==> src/rtl/ram_arbiter_if.sv <==
// ram_arbiter_if: one requester's request/acknowledge port into the RAM arbiter
interface ram_arbiter_if #(
  parameter int ADDR_WIDTH = 9,
  parameter int DATA_WIDTH = 32
);
  logic                  req;
  logic                  we;
  logic [ADDR_WIDTH-1:0] addr;
  logic [DATA_WIDTH-1:0] wdata;
  logic                  ack;
  logic [DATA_WIDTH-1:0] rdata;
  modport master (output req, we, addr, wdata, input ack, rdata);
  modport slave (input req, we, addr, wdata, output ack, rdata);
endinterface

==> src/rtl/ram_arbiter.sv <==
// ram_arbiter: serialises two requesters onto one synchronous RAM, round-robin or A-first
module ram_arbiter #(
  parameter int ADDR_WIDTH = 9,
  parameter int DATA_WIDTH = 32,
  parameter int FIXED_PRIORITY = 0
) (
  input  logic                  clock,
  input  logic                  reset_n,
  ram_arbiter_if.slave          a,
  ram_arbiter_if.slave          b,
  output logic                  mem_read,
  output logic                  mem_write,
  output logic [ADDR_WIDTH-1:0] mem_address,
  output logic [DATA_WIDTH-1:0] mem_data,
  input  logic [DATA_WIDTH-1:0] mem_data_output,
  output logic                  busy
);
  typedef enum logic [1:0] {IDLE, ISSUE, CAPTURE} state_t;
  state_t state;
  logic last_b, win_b, win_we;
  logic a_elig, b_elig, pick_b;
  // a port still showing its ack has just been served and must not be regranted yet
  always_comb begin
    a_elig = a.req && !a.ack;
    b_elig = b.req && !b.ack;
    pick_b = b_elig && (!a_elig || (FIXED_PRIORITY == 0 && !last_b));
  end
  always_ff @(posedge clock or negedge reset_n) begin
    if (!reset_n) begin
      state <= IDLE;
      mem_read <= 1'b0;
      mem_write <= 1'b0;
      mem_address <= '0;
      mem_data <= '0;
      a.ack <= 1'b0;
      b.ack <= 1'b0;
      a.rdata <= '0;
      b.rdata <= '0;
      busy <= 1'b0;
      last_b <= 1'b1;
      win_b <= 1'b0;
      win_we <= 1'b0;
    end else begin
      a.ack <= 1'b0;
      b.ack <= 1'b0;
      case (state)
        IDLE: if (a_elig || b_elig) begin
          win_b <= pick_b;
          last_b <= pick_b;
          win_we <= pick_b ? b.we : a.we;
          mem_address <= pick_b ? b.addr : a.addr;
          mem_data <= pick_b ? b.wdata : a.wdata;
          mem_write <= pick_b ? b.we : a.we;
          mem_read <= pick_b ? !b.we : !a.we;
          busy <= 1'b1;
          state <= ISSUE;
        end
        ISSUE: begin
          mem_read <= 1'b0;
          mem_write <= 1'b0;
          state <= CAPTURE;
        end
        CAPTURE: begin
          if (!win_we && !win_b) a.rdata <= mem_data_output;
          if (!win_we && win_b) b.rdata <= mem_data_output;
          a.ack <= !win_b;
          b.ack <= win_b;
          busy <= 1'b0;
          state <= IDLE;
        end
        default: state <= IDLE;
      endcase
    end
  end
endmodule

==> src/flat_wrapper.sv <==
// flat-port wrapper written by rule: the top's interface ports become plain ports
module ram_arbiter_flat 
#(
  parameter int ADDR_WIDTH = 9,
  parameter int DATA_WIDTH = 32,
  parameter int FIXED_PRIORITY = 0
)
  (clock, reset_n, mem_read, mem_write, mem_address, mem_data, mem_data_output, busy, a_req, a_we, a_addr, a_wdata, a_ack, a_rdata, b_req, b_we, b_addr, b_wdata, b_ack, b_rdata);
  ram_arbiter_if #(.ADDR_WIDTH(ADDR_WIDTH), .DATA_WIDTH(DATA_WIDTH)) a_i ();
  ram_arbiter_if #(.ADDR_WIDTH(ADDR_WIDTH), .DATA_WIDTH(DATA_WIDTH)) b_i ();
  input  logic clock;
  input  logic reset_n;
  output logic mem_read;
  output logic mem_write;
  output logic [ADDR_WIDTH-1:0] mem_address;
  output logic [DATA_WIDTH-1:0] mem_data;
  input  logic [DATA_WIDTH-1:0] mem_data_output;
  output logic busy;
  input wire logic [$bits(a_i.req)-1:0] a_req;
  input wire logic [$bits(a_i.we)-1:0] a_we;
  input wire logic [$bits(a_i.addr)-1:0] a_addr;
  input wire logic [$bits(a_i.wdata)-1:0] a_wdata;
  output wire logic [$bits(a_i.ack)-1:0] a_ack;
  output wire logic [$bits(a_i.rdata)-1:0] a_rdata;
  input wire logic [$bits(b_i.req)-1:0] b_req;
  input wire logic [$bits(b_i.we)-1:0] b_we;
  input wire logic [$bits(b_i.addr)-1:0] b_addr;
  input wire logic [$bits(b_i.wdata)-1:0] b_wdata;
  output wire logic [$bits(b_i.ack)-1:0] b_ack;
  output wire logic [$bits(b_i.rdata)-1:0] b_rdata;
  assign a_i.req = a_req;
  assign a_i.we = a_we;
  assign a_i.addr = a_addr;
  assign a_i.wdata = a_wdata;
  assign a_ack = a_i.ack;
  assign a_rdata = a_i.rdata;
  assign b_i.req = b_req;
  assign b_i.we = b_we;
  assign b_i.addr = b_addr;
  assign b_i.wdata = b_wdata;
  assign b_ack = b_i.ack;
  assign b_rdata = b_i.rdata;
  ram_arbiter #(.ADDR_WIDTH(ADDR_WIDTH), .DATA_WIDTH(DATA_WIDTH), .FIXED_PRIORITY(FIXED_PRIORITY)) u_core (.clock(clock), .reset_n(reset_n), .a(a_i), .b(b_i), .mem_read(mem_read), .mem_write(mem_write), .mem_address(mem_address), .mem_data(mem_data), .mem_data_output(mem_data_output), .busy(busy));
endmodule
==> config.mk <==
export PLATFORM = sky130hd
export DESIGN_NAME = ram_arbiter_flat
export DESIGN_NICKNAME = d
export VERILOG_FILES = /design/src/rtl/ram_arbiter_if.sv /design/src/rtl/ram_arbiter.sv /design/src/flat_wrapper.sv
export SDC_FILE = /design/constraint.sdc
export NUM_CORES = 1
export LEC_CHECK = 0
export CAP_MARGIN = 20
export CORE_UTILIZATION = 31
export CTS_CLUSTER_DIAMETER = 200
export DETAILED_ROUTE_END_ITERATION = 6
export PLACE_DENSITY_LB_ADDON = 0.1
export REMOVE_ABC_BUFFERS = 1
export SLEW_MARGIN = 20
export SYNTH_ARGS = -nofsm -noshare
export SYNTH_HDL_FRONTEND = slang
export SYNTH_SLANG_ARGS = --single-unit
==> constraint.sdc <==
create_clock -name clock -period 2.9 [get_ports clock]
set_input_delay 0.725 -clock clock [delete_from_list [all_inputs] [get_ports clock]]
set_output_delay 0.725 -clock clock [all_outputs]
set_load 0.005 [all_outputs]
[After elaboration in Yosys (flattened, before gate mapping)]
Index checks and enable logic that the tools add are counted.
Storage, ports and cells
  bits in registers: 115
  input port bits: 120
  output and inout port bits: 110
Cells by class
  equality and inequality tests: 3
  mux-type cells: 14
  reduce and logical (&&, ||, !) cells: 23
Operator list (number)
  $mux W32: 1
  $reduce_and A2 Y1: 5
  $mux W9: 1
  $logic_not A1 Y1: 8
  $mux W1: 7
  $pmux W1 S2: 3
  $logic_and A1 B1 Y1: 5
  $pmux W2 S2: 1
  $reduce_bool A2 Y1: 2
  $eq A2 B1 Y1 const B: 1
  $eq A2 B2 Y1 const B: 1
  $logic_not A2 Y1: 1
  $logic_or A1 B1 Y1: 2
  $mux W2: 1
  $ne A2 B1 Y1 const B: 1

[Depth between registers and ports, before layout]
  depth after elaboration: 8
  depth in mapped cells: 7

[Worst setup path before layout]
Ideal clock, no wire load.
  path type: input-to-reg
  start point: in a_req
  end point: reg u_core.mem_address[6]
  library setup time: 77 ps
  data arrival time: 1585 ps
  required time: 2823 ps
  slack: 1238 ps
  cell stages on the path: 5
  buffers on the path: 1
  path through: nor2b_1 -> a21oi_2 -> clkbuf_1 -> a21oi_1 -> a21oi_1
On the way
  cells in the longest elaborated chain, start to end: 5
Ends and longest elaborated chain
  start: declaration: RTL line flat_wrapper.sv:19  | input wire logic [$bits(a_i.req)-1:0] a_req;
  $logic_and A1 B1 Y1 (*): RTL line ram_arbiter.sv:24  | a_elig = a.req && !a.ack;
  $logic_not A1 Y1: RTL line ram_arbiter.sv:26  | pick_b = b_elig && (!a_elig || (FIXED_PRIORITY == 0 && !last_b));
  $logic_or A1 B1 Y1: RTL line ram_arbiter.sv:26
  $logic_and A1 B1 Y1: RTL line ram_arbiter.sv:26
  $mux W9: RTL line ram_arbiter.sv:51  | mem_address <= pick_b ? b.addr : a.addr;
  end signal: assignment: RTL line ram_arbiter.sv:51
  end: declaration: RTL line ram_arbiter.sv:13  | output logic [ADDR_WIDTH-1:0] mem_address,
Every way passes the cells marked *; elsewhere a longest branch is shown, timed or not.
A chain may end at the register's enable or synchronous reset.

[Worst setup path after layout]
  start point: in a_req
  end point: reg u_core.mem_address[3]
Same word-level chain as after synthesis.

==> metrics.md <==
| Metric | Value |
|---|---|
| Max clock buf depth | 2 |
| PwrDens | about 1100 nW/um^2 |
| Detailed Place HPWL | 8.97 mm |
| Mapped cell area | 4660 um^2 |
| Max Cap Viol | 0 |
| IO Port Bufs | 229 |
| Synth cell count leaders | dfrtp_1, a21oi_1, mux2_2 |
| Largest net degree at the start of global routing | 116 |
| DRT antenna net count | 0 |
| Final wirelength | 13.4 mm |
| Vias/cell | 4.62 |
| Final Hold Fails | 0 |
| Power, Total | slightly below 9000 uW |
| Resized cells post-CTS | 0 |
| Crit path DAT | roughly 2.5 ns |
| Worst Path Max Fanout | 23 |
| Met1 GRT Util | 21.1% |
| Worst slew margin | ~54% |
| Cells after Synth | about 400 |
| Psw | 2500 uW |
| I/O Pins | 230 |
| Peak VDD IR | 0.399 mV |
| Clk slew on worst S/H paths | 0.05 ns |
| Tmin final | roughly 2.1 ns |
| Area of the die | 15,500 um^2 |
| Setup Fix Bufs, Post-CTS | 0 |
| Leak Pwr | 0.00332 uW |
| Switching share of total power | 28.9% |
| Final Slew Violations | 0 |
| Critical Path Most Common Cell | a21oi_1 |
| Most common cell in the netlist | dfrtp_1 |
| Die Ht | around 120 um |
| CP startpoint kind | input pin |
| GR peak layer | met2 |
| Clock power share | 26.8% |
| M3 GR Usage | 5.71% |
| Final setup viols | 0 |
| Ranking of synthesized cells by area | dfrtp_1, mux2_2, a21oi_1, nand2_1, nor2_1 |
| Critical path buffers and inverters | 2 |
| CP max-delay cell | a21oi_4 |
| Initial antenna violation count | 0 |
| Clk_lat worst skew | 0.40 ns |
| Average cell area after synthesis | 11.7 um^2 |
| Row count | 44 |
| Post-synth EDFFs | 0 |
| Area leader, netlist | dfrtp_1 |
| CTS sink cnt | 115 |
| Synth cell types | 23 |
| Routability cong. | 0.760 |
| Proportion of netlist area held by the largest area contributor | 61.3% |
| Worst Tran Pin Value | 0.682 ns |
| Crit end category | flip-flop |
| Post-synth ARST share | 100% |
| Yosys reg bits | roughly 120 |
| Layout cells sized above 1 | between 10% and 20% |
| Area delta synth->final | 67.8% |
| Hold Crit Class | input pin to asynchronous set/reset pin |
| Ys flop type | dfrtp_1 |
| Total CTS buffers | 17 |
| Synth Warn # | 0 |
| Crit-path cells | clkdlybuf4s50_1 > nor2b_1 > a21oi_4 > buf_16 > a21oi_1 > a21oi_1 |
| WL/cell | 16.2 um |
| Drt first pass iters | 4 |
| WP data required | 3.22 ns |
| Fillers | between 1,000 and 1,500 |
| Vias in the first global route | 4,047 |
| Met2 Use GR | between 20 and 30% |
| Via count | 3,803 |
| Post-synthesis sequential area ratio | 61.8% |
| Fraction of the cycle the final worst path needs | between 70% and 80% |
| Remaining DRCs | 0 |
| Largest delay contributor family on the critical path | compound AO/OA/AOI/OAI gates |
| Global route overflow | 0 |
| Final setup skew | 0.00441 ns |
| Starting Density | about a third |
| Outcome | finished clean |
| Critical path class | input pin to flip-flop |
| ANT cells | 0 |
| Fin util | about 54% |
| Int Pwr | just over 6000 uW |
| GR Util All Layers | 17.7% |
| Flop pwr share | between 30% and 40% |
| H-tree Lvls | 4 |
| Starting DRT DRC Count | 161 |
| Worst path max stage delay | a little under 0.6 ns |
| CTS tree | done |
| Area of the core | 14,600 um^2 |
| Root Driver | clkbuf_16 |
| Hold buffer count at CTS | 0 |
| Global-route wire length before repair | between 20 and 25 mm |
| Nets@finish | 747 |
| Fmax | 0.471 GHz |
| Die Wd | 125 um |
| RSZ-0062 raised after global routing | false |
| Comb pwr share | 40.5% |
[final cells by class]
type	count	area, um^2	area share (%)
clock buffers	23	488	6.25
clock inverters	9	174	2.23
inverters	3	11.3	0.144
multi-input cells	254	1630	20.8
flip-flops and latches	115	2880	36.9
well taps	184	230	2.95
repair buffers	236	2400	30.7
[sequential cells by signal (all words and copies together), names as in the netlist]
signal / count
u_core.a.ack: 1
u_core.a.rdata: 32
u_core.b.ack: 1
u_core.b.rdata: 32
u_core.busy: 1
u_core.last_b: 1
u_core.mem_address: 9
u_core.mem_data: 32
u_core.mem_read: 1
u_core.mem_write: 1
u_core.state: 2
u_core.win_b: 1
u_core.win_we: 1
[cell usage in the layout, fill, tap and decap left out, types with 4 or more instances in the layout]
master           instances
nand2_1                 46
buf_4                    4
nor2_1                  45
clkbuf_16               17
clkbuf_8                 4
mux2_1                   4
mux2_2                  60
bufinv_16                5
a21oi_1                 83
dfrtp_1                114
clkdlybuf4s50_1        228
[cells by family after synthesis]
logic type	after synthesis	synth area share (%)
buffers and inverters	28	3.60
DFF	115	61.8
AOI/OAI and AO/OA	89	9.76
and+or+nand+nor	100	9.11
muxes	65	15.7
[power groups by stage]
stage	Sequential [uW]	Combinational (uW)	Clock, uW
after floorplan	2880	1310	0
after global placement	2810	3480	0
after detailed placement	2850	3560	0
after CTS	2840	3570	2370
after global routing	2930	3810	2460
final	2830	3500	2320
[layer usage]
metal  part of all wire [%]  up-vias
met1                     41     1857
li1                       -     1807
met4                    1.7        0
met5                      0        -
met3                    6.3       16
met2                     51      123
[metrics by stage]
step	area [um^2]	hold WS, ns	instances	TNS [ns]	setup slack, ns
2_1_floorplan	4500	0.429	372	-46.37	-1.08
3_3_place_gp	7120	0.467	791	0	0.180
3_5_place_dp	7150	0.482	792	0	0.353
4_1_cts	7810	0.430	824	0	0.782
5_1_grt	7810	0.449	824	0	0.662
6_report	7810	0.400	824	0	0.775
[final timing paths]
kind / end / slack (ns) / depth (start not counted) / startpoint
hold reg to reg: u_core.b.rdata[29] / 0.49 / 1 / u_core.b.rdata[29]
min in group clock: u_core.b.rdata[29] / 0.49 / 1 / u_core.b.rdata[29]
max in group asynchronous: u_core.a.rdata[30] / 2.03 / 2 / reset_n
hold / removal: u_core.mem_data[4] / 0.40 / 2 / reset_n
setup reg to reg: u_core.mem_address[3] / 1.16 / 5 / u_core.b.ack
setup / recovery: u_core.mem_address[3] / 0.78 / 6 / a_req
Note: power is estimated with default switching activity, not from simulation.
